### src/rtl/wb_intercon.sv
// wb_intercon: two-master, N-slave Wishbone shared-bus interconnect.
// Round-robin grant held for a master's whole cyc. Slaves are decoded on the top S_ADDR_W address
// bits. Unmapped accesses return a one-cycle registered err.
// Optional watchdog: define WB_INTERCON_TIMEOUT_EN to raise err after TIMEOUT_CYCLES stalled cycles.
module wb_intercon #(
    parameter int unsigned                       N_SLAVES       = 6,
    parameter int unsigned                       S_ADDR_W       = 3,
    parameter logic [N_SLAVES*S_ADDR_W-1:0]      SLAVE_ADDRS    = {3'b110, 3'b101, 3'b100,
                                                                   3'b010, 3'b011, 3'b000},
    parameter int unsigned                       TIMEOUT_CYCLES = 255
) (
    input  logic                   clk,
    input  logic                   rst,

    input  logic [31:0]            m0_adr_i,
    input  logic [31:0]            m0_dat_i,
    input  logic [3:0]             m0_sel_i,
    input  logic                   m0_we_i,
    input  logic                   m0_cyc_i,
    input  logic                   m0_stb_i,
    output logic [31:0]            m0_dat_o,
    output logic                   m0_ack_o,
    output logic                   m0_err_o,

    input  logic [31:0]            m1_adr_i,
    input  logic [31:0]            m1_dat_i,
    input  logic [3:0]             m1_sel_i,
    input  logic                   m1_we_i,
    input  logic                   m1_cyc_i,
    input  logic                   m1_stb_i,
    output logic [31:0]            m1_dat_o,
    output logic                   m1_ack_o,
    output logic                   m1_err_o,

    output logic [31:0]            s_adr_o,
    output logic [31:0]            s_dat_o,
    output logic [3:0]             s_sel_o,
    output logic                   s_we_o,
    output logic [N_SLAVES-1:0]    s_cyc_o,
    output logic [N_SLAVES-1:0]    s_stb_o,
    input  logic [N_SLAVES-1:0]    s_ack_i,
    input  logic [32*N_SLAVES-1:0] s_dat_i
);

    logic                r_owner;     // 0: m0 holds the bus, 1: m1
    logic                r_err;       // registered error pulse for the current owner

    logic                w_cyc;
    logic                w_stb;
    logic [31:0]         w_adr;
    logic                w_switch;
    logic [N_SLAVES-1:0] w_hit_oh;
    logic                w_hit_any;
    logic                w_slave_ack;
    logic [31:0]         w_rdata;
    logic                w_ack;
    logic                w_unmapped;
    logic                w_timeout;

    // Owner's request drives the shared slave bus.
    assign w_cyc   = r_owner ? m1_cyc_i : m0_cyc_i;
    assign w_stb   = r_owner ? m1_stb_i : m0_stb_i;
    assign w_adr   = r_owner ? m1_adr_i : m0_adr_i;
    assign s_adr_o = w_adr;
    assign s_dat_o = r_owner ? m1_dat_i : m0_dat_i;
    assign s_sel_o = r_owner ? m1_sel_i : m0_sel_i;
    assign s_we_o  = r_owner ? m1_we_i  : m0_we_i;

    // Hand the bus over only when the owner is idle and the other master is asking.
    assign w_switch = r_owner ? (~m1_cyc_i & m0_cyc_i) : (~m0_cyc_i & m1_cyc_i);

    // Priority decode (lowest index wins) plus ack/read-data mux of the selected slave.
    always_comb begin
        w_hit_oh    = '0;
        w_hit_any   = 1'b0;
        w_slave_ack = 1'b0;
        w_rdata     = 32'h0;
        for (int k = 0; k < N_SLAVES; k++) begin
            if (!w_hit_any && (w_adr[31 -: S_ADDR_W] == SLAVE_ADDRS[k*S_ADDR_W +: S_ADDR_W])) begin
                w_hit_oh[k] = 1'b1;
                w_hit_any   = 1'b1;
                w_slave_ack = s_ack_i[k];
                w_rdata     = s_dat_i[32*k +: 32];
            end
        end
    end

    // The strobe is held off during an error cycle so the slave does not see a dangling access.
    assign s_cyc_o = {N_SLAVES{rst & w_cyc}} & w_hit_oh;
    assign s_stb_o = {N_SLAVES{rst & w_cyc & w_stb & ~r_err}} & w_hit_oh;

    assign w_ack      = w_cyc & w_stb & ~r_err & w_slave_ack;
    // No re-raise while a pulse is showing, so errors stay single-cycle.
    assign w_unmapped = w_cyc & w_stb & ~w_hit_any & ~r_err;

    assign m0_dat_o = w_rdata;
    assign m1_dat_o = w_rdata;
    assign m0_ack_o = rst & ~r_owner & w_ack;
    assign m1_ack_o = rst &  r_owner & w_ack;
    assign m0_err_o = rst & ~r_owner & r_err;
    assign m1_err_o = rst &  r_owner & r_err;

`ifdef WB_INTERCON_TIMEOUT_EN
    logic [15:0] r_cnt;
    logic        w_stall;

    // An ack in the limit cycle excludes it from the stall, so ack wins over timeout.
    assign w_stall   = w_cyc & w_stb & w_hit_any & ~w_ack & ~r_err;
    assign w_timeout = w_stall & (r_cnt == 16'(TIMEOUT_CYCLES - 1));

    // Stall counter: counts unanswered strobe cycles, restarts on any termination or handover.
    always_ff @(posedge clk or negedge rst) begin
        if (!rst) begin
            r_cnt <= 16'h0;
        end else if (w_switch || !w_stall || w_timeout) begin
            r_cnt <= 16'h0;
        end else begin
            r_cnt <= r_cnt + 16'h1;
        end
    end
`else
    assign w_timeout = 1'b0;
`endif

    // Grant and error-pulse registers.
    always_ff @(posedge clk or negedge rst) begin
        if (!rst) begin
            r_owner <= 1'b0;
            r_err   <= 1'b0;
        end else begin
            r_owner <= r_owner ^ w_switch;
            r_err   <= w_unmapped | w_timeout;
        end
    end

endmodule

### config.mk
export PLATFORM = sky130hd
export DESIGN_NAME = wb_intercon
export DESIGN_NICKNAME = d
export VERILOG_FILES = /design/src/rtl/wb_intercon.sv
export SDC_FILE = /design/constraint.sdc
export NUM_CORES = 1
export LEC_CHECK = 0
export CORE_AREA = 2 2 188 190
export DETAILED_ROUTE_END_ITERATION = 8
export DIE_AREA = 0 0 190 192
export GPL_TIMING_DRIVEN = 0
export PLACE_DENSITY_LB_ADDON = 0.3
export SYNTH_ARGS = -nofsm -noshare
export SYNTH_HDL_FRONTEND = slang
export SYNTH_SLANG_ARGS = --single-unit
export TNS_END_PERCENT = 5
### constraint.sdc
create_clock -name clk -period 2.75 [get_ports clk]
set_input_delay 0.55 -clock clk [delete_from_list [all_inputs] [get_ports clk]]
set_output_delay 0.55 -clock clk [all_outputs]
set_load 0.02 [all_outputs]
* After elaboration in Yosys (flattened, before gate mapping)
Cells that the tools add are included.
** Storage, ports and cells
- Bits in registers :: 2
- Input port bits :: 342
** Operators by class
- Muxes and demuxes :: 30
- Equal/unequal tests :: 5
- Reduce and logical (&&, ||, !) cells :: 11
- Bitwise gates (word level) :: 24
** Operators with widths (count)
- 32-bit 2-to-1 mux :: 8
- 1-bit 2-to-1 mux :: 21
- 1-bit bitwise AND :: 16
- 6-bit bitwise AND :: 2
- 3-bit equality test, second input constant :: 3
- 3-bit by 2-bit equality test with 1-bit output, second input constant :: 2
- 1-bit logical AND :: 5
- 1-bit zero test :: 5
- 1-bit NOT :: 5
- 4-bit 2-to-1 mux :: 1
- 3-bit zero test :: 1
- 1-bit bitwise XOR :: 1

* Longest topological paths before layout
- Depth in word-level cells :: 21
- Gate-level depth with buffers :: 8

* Worst setup path after synthesis
Ideal clock, no wire load.
- Path kind :: in2out
- Start :: input m0_adr_i[30]
- End :: output m1_dat_o[10]
- Arrival :: 2252 ps
- Data required time :: 2200 ps
- Path buffers :: 3
- Stages :: 7
- Path slack :: -52 ps
- Cells stage by stage :: buf_2 -> or4b_1 -> o21ai_2 -> buf_2 -> a2bb2oi_1 -> a31oi_1 -> buf_4
** Between the ends
- Word-level cells in the longest chain between the ends :: 18
- Elaborated cells between the ends (all ways) :: 28
- Classes of those cells :: 5 x eq/ne; 12 x mux; 11 x reduce/logical
** RTL lines
- start: declaration :: line 15 : input logic [31:0] m0_adr_i,
- 32-bit 2-to-1 mux (*) :: line 63 : assign w_adr = r_owner ? m1_adr_i : m0_adr_i;
- 3-bit zero test :: line 79 : if (!w_hit_any && (w_adr[31 -: S_ADDR_W] == SLAVE_ADDRS[k*S_ADDR_W +: S_ADDR_W])) begin
- 1-bit 2-to-1 mux :: line 79
- 1-bit zero test :: line 79
- 1-bit logical AND :: line 79
- 1-bit 2-to-1 mux :: line 79
- 1-bit zero test :: line 79
- 1-bit logical AND :: line 79
- [2 not listed]
- 1-bit logical AND :: line 79
- 1-bit 2-to-1 mux :: line 79
- 1-bit zero test :: line 79
- 1-bit logical AND :: line 79
- 1-bit 2-to-1 mux :: line 79
- 1-bit zero test :: line 79
- 1-bit logical AND :: line 79
- 32-bit 2-to-1 mux (*) :: line 79
- end: declaration :: line 31 : output logic [31:0] m1_dat_o,
Mark *: on every way between the ends. The rest lies on a longest branch, timed or not.

* Final worst setup path
- Start :: register r_owner
- End :: output m0_dat_o[14]
** Between the ends
- Word-level cells in the longest chain between the ends :: 18
- Elaborated cells between the ends (all ways) :: 28
- Classes of those cells :: 5 x eq/ne; 12 x mux; 11 x reduce/logical
** RTL lines
- start: declaration :: line 45 : logic r_owner;
- start signal: assignment :: line 131 : r_owner <= r_owner ^ w_switch;
- 32-bit 2-to-1 mux (*) :: line 63
- 3-bit zero test :: line 79
- 1-bit 2-to-1 mux :: line 79
- 1-bit zero test :: line 79
- 1-bit logical AND :: line 79
- 1-bit 2-to-1 mux :: line 79
- 1-bit zero test :: line 79
- 1-bit logical AND :: line 79
- [2 not listed]
- 1-bit logical AND :: line 79
- 1-bit 2-to-1 mux :: line 79
- 1-bit zero test :: line 79
- 1-bit logical AND :: line 79
- 1-bit 2-to-1 mux :: line 79
- 1-bit zero test :: line 79
- 1-bit logical AND :: line 79
- 32-bit 2-to-1 mux (*) :: line 79
- end: declaration :: line 21 : output logic [31:0] m0_dat_o,
Marked as above.

==> metrics.yaml <==
outcome:
  status: "complete, but fails checks"
  violations: "setup timing"
finish:
  drive_above_1_share_pct: 40.00
  layout_common_cells: "clkdlybuf4s50_1, buf_4, mux2_2, dlygate4sd2_1, buf_6"
  nets: 1289
  final_area_sq_mm: 0.01000
  syn2layout_area_growth_pct: 227.2
  final_cells: 1402
  fin_util_pct: 29.17
  layout_commonest_cell: "clkdlybuf4s50_1"
yosys:
  synth_top_family_by_area: "compound AO/OA/AOI/OAI gates"
  seq_area_frac_synth_pct: 1.637
  ys_types: 46
  ys.flop_type: "dfrtp_1"
  synth_edf_count: 0
  syn_nets: 755
  synthAdderAreaFrac_pct: 0.3275
  syn_inst: 413
  muxShareOfSynthArea_pct: 26.20
  synth-compound-area-share_pct: 37.54
  yosysWarnings: 0
  async_reset_ff_share_pct: 100.0
  synth-xor-area-share_pct: 0
  syn_area_sq_mm: 0.003057
  syn_area_per_cell_sq_um: 7.401
  synth-simple-area-share_pct: 18.54
  yosys_register_bits: 2
power:
  power_w: 0.002963
  vdd_drop_max_mv: 0.2011
  leakage_nw: 3.800
  p_per_area_mw_per_mm2: 296.3
floorplanning:
  rows: 68
  core_sq_mm: 0.03429
  die_x_microns: 190
  dieArea_sq_mm: 0.03648
  die_h_microns: 192
  start_util_pct: 8.915
  io_pins: 491
critical_path:
  cpMaxStageDelayCell: "dfrtp_2"
  crit_required_ns: 2.20
  timing.rr.end: "r_err$_DFF_PN0_"
  worstReg2RegStart: "r_owner$_DFF_PN0_"
  endpoint_kind: "output port"
  critPathMaxStageDelay_ns: 0.46
  reg2regPathDepth: 5
  crit_path_max_fanout: 7
  cp-endpoint: "m0_dat_o[14]"
  cp-start-kind: "flop"
  arrival_ns: 2.43
  critPathKind: "reg2out"
  crit_start: "r_owner$_DFF_PN0_"
  crit_chain: "buf_6, or3b_4, a21oi_4, buf_12, buf_12, a22oi_2, a31oi_2, buf_4, buf_6"
  reg2reg_slack_ns: 0.94
job:
  maxCapViolations: 0
sta:
  final-setup-viol-count: 75
  period_needed_ns: 2.977
  drv_slew: 0
  whs_ns: 0.5844
  max_freq_mhz: 335.9
  finalHoldViolations: 0
  clock_skew_ns: 0.001253
  postLayoutSetupSlackWorst_ns: -0.2272
  finalCritPeriodShare_pct: 108.3
  worst_slew_pin_slew_ns: 0.3880
  rsz0062_at_grt: "yes"
  timing.slew.headroom_pct: 74.24
placement:
  numPortBuffers: 488
  dp_cells: 1356
  dp_hpwl_mm: 26.26
  place_area_sq_mm: 0.008517
  gp_congestion: 0.7889
detailed_routing:
  drc: 0
  via_per_inst: 3.994
  wl_per_cell_microns: 23.22
  wirelength_mm: 32.55
  drt_first_iter_violations: 147
  dr.pass1.iters: 4
  dr_total_vias: 5600
  drtAntennaViolNets: 0
grt:
  antenna_found_initial: 2
  overflow: 0
  grt_max_degree: 11
  grt_first_pass_wirelength_mm: 42.71
  first_global_vias: 6102
  track_usage_pct: 16.24
clocking:
  cts_tree: "yes"
  path_clk_slew_ns: 0.03
  cts_htree_levels: 1
  cts_buffers: 3
  cts.root.buffer_cell: "clkbuf_16"
  cts.sinks: 2
  worstSkewPairLatency_ns: 0.22
  clk_path_buf_depth: 2
hold_path:
  hold_path.class: "in2async"
[worst min-delay path by stage]
| stage | to | slack [ns] | from |
|---|---|---|---|
| after detailed placement | r_err$_DFF_PN0_ | 0.62 | r_err$_DFF_PN0_ |
| after global placement | r_err$_DFF_PN0_ | 0.61 | r_err$_DFF_PN0_ |
| after floorplan | r_err$_DFF_PN0_ | 0.25 | rst |
| final | r_owner$_DFF_PN0_ | 0.58 | rst |
| after CTS | r_owner$_DFF_PN0_ | 0.58 | rst |
| after global routing | r_owner$_DFF_PN0_ | 0.59 | rst |
[state kept, by name, summed over array words and instances (netlist names)]
| register | cells |
|---|---|
| r_err | 1 |
| r_owner | 1 |
[Yosys cell counts (all sizes together) (2+ instances only)]
library cell	n	area share, %
a211oi	2	0.49
a21boi	2	0.49
a21oi	4	0.78
a22oi	32	7.9
a2bb2oi	32	9.2
a31oi	31	6.3
buf	60	13
clkbuf	18	2.2
dfrtp	2	1.6
inv	5	0.61
mux2	69	25
mux2i	2	0.78
nand2	9	1.1
nand2b	36	7.4
nand3b	2	0.49
nor2	40	4.9
nor2b	4	0.82
nor3	7	1.1
nor3b	3	0.74
o21ai	4	0.78
o221ai	2	0.57
o32ai	32	9.2
[repair_timing]
item,in CTS,in global routing
pin swaps,38,27
cloned,6,4
endpoints found under the setup margin,149,141
resized for setup,594,117
hold buffers,0,0
setup buffers,22,11
[metrics by stage]
stage / TNS [ns] / setup slack (ns)
global route: -19.22 / -0.2986
global placement: -140.45 / -1.771
finish: -8.224 / -0.2272
CTS: -11.27 / -0.2578
floorplan: -1.376 / -0.05197
detailed placement: -140.64 / -1.762
[where the power goes]
part	total (W)	internal, W	switching [W]
logic	0.00271	0.00144	0.00126
clock network	0.000220	0.000185	0.0000347
registers	0.0000370	0.0000322	0.00000478
total	0.00296	0.00166	0.00130
[kinds of logic (layout without fill, tap and decap cells)]
kind of cell,after synthesis,count (layout)
AOI/OAI and AO/OA,147,147
adders and majority gates,1,1
buffers and inverters,83,615
DFF,2,2
muxes,71,71
other,0,2
and+or+nand+nor,109,109
[cell type report]
cell class	instances	area, sq um
fill	3695	24290
timing repair buffer	530	5204
multi-input combinational	328	3313
buffer	76	753.2
tap	455	569.3
clock buffer	3	75.07
sequential	2	51.30
inverter	5	23.77
timing repair inverter	1	6.256
antenna	2	5.005
[layer usage]
layer,wire length (microns),track usage [%],up-vias
met4,392,3.131,0
li1,-,-,2660
met2,17520,32.29,302
met3,2244,3.289,12
met5,0,0,-
met1,12390,17.60,2626
[worst max-delay path, delay by kind of cell (launching register included)]
kind | cells | cell delay [ns]
buffers and inverters | 5 | 0.74
flip-flops | 1 | 0.46
AO/OA/AOI/OAI | 3 | 0.56
AND/OR/NAND/NOR | 1 | 0.42
No activity file was read; power rests on OpenSTA's default activity.
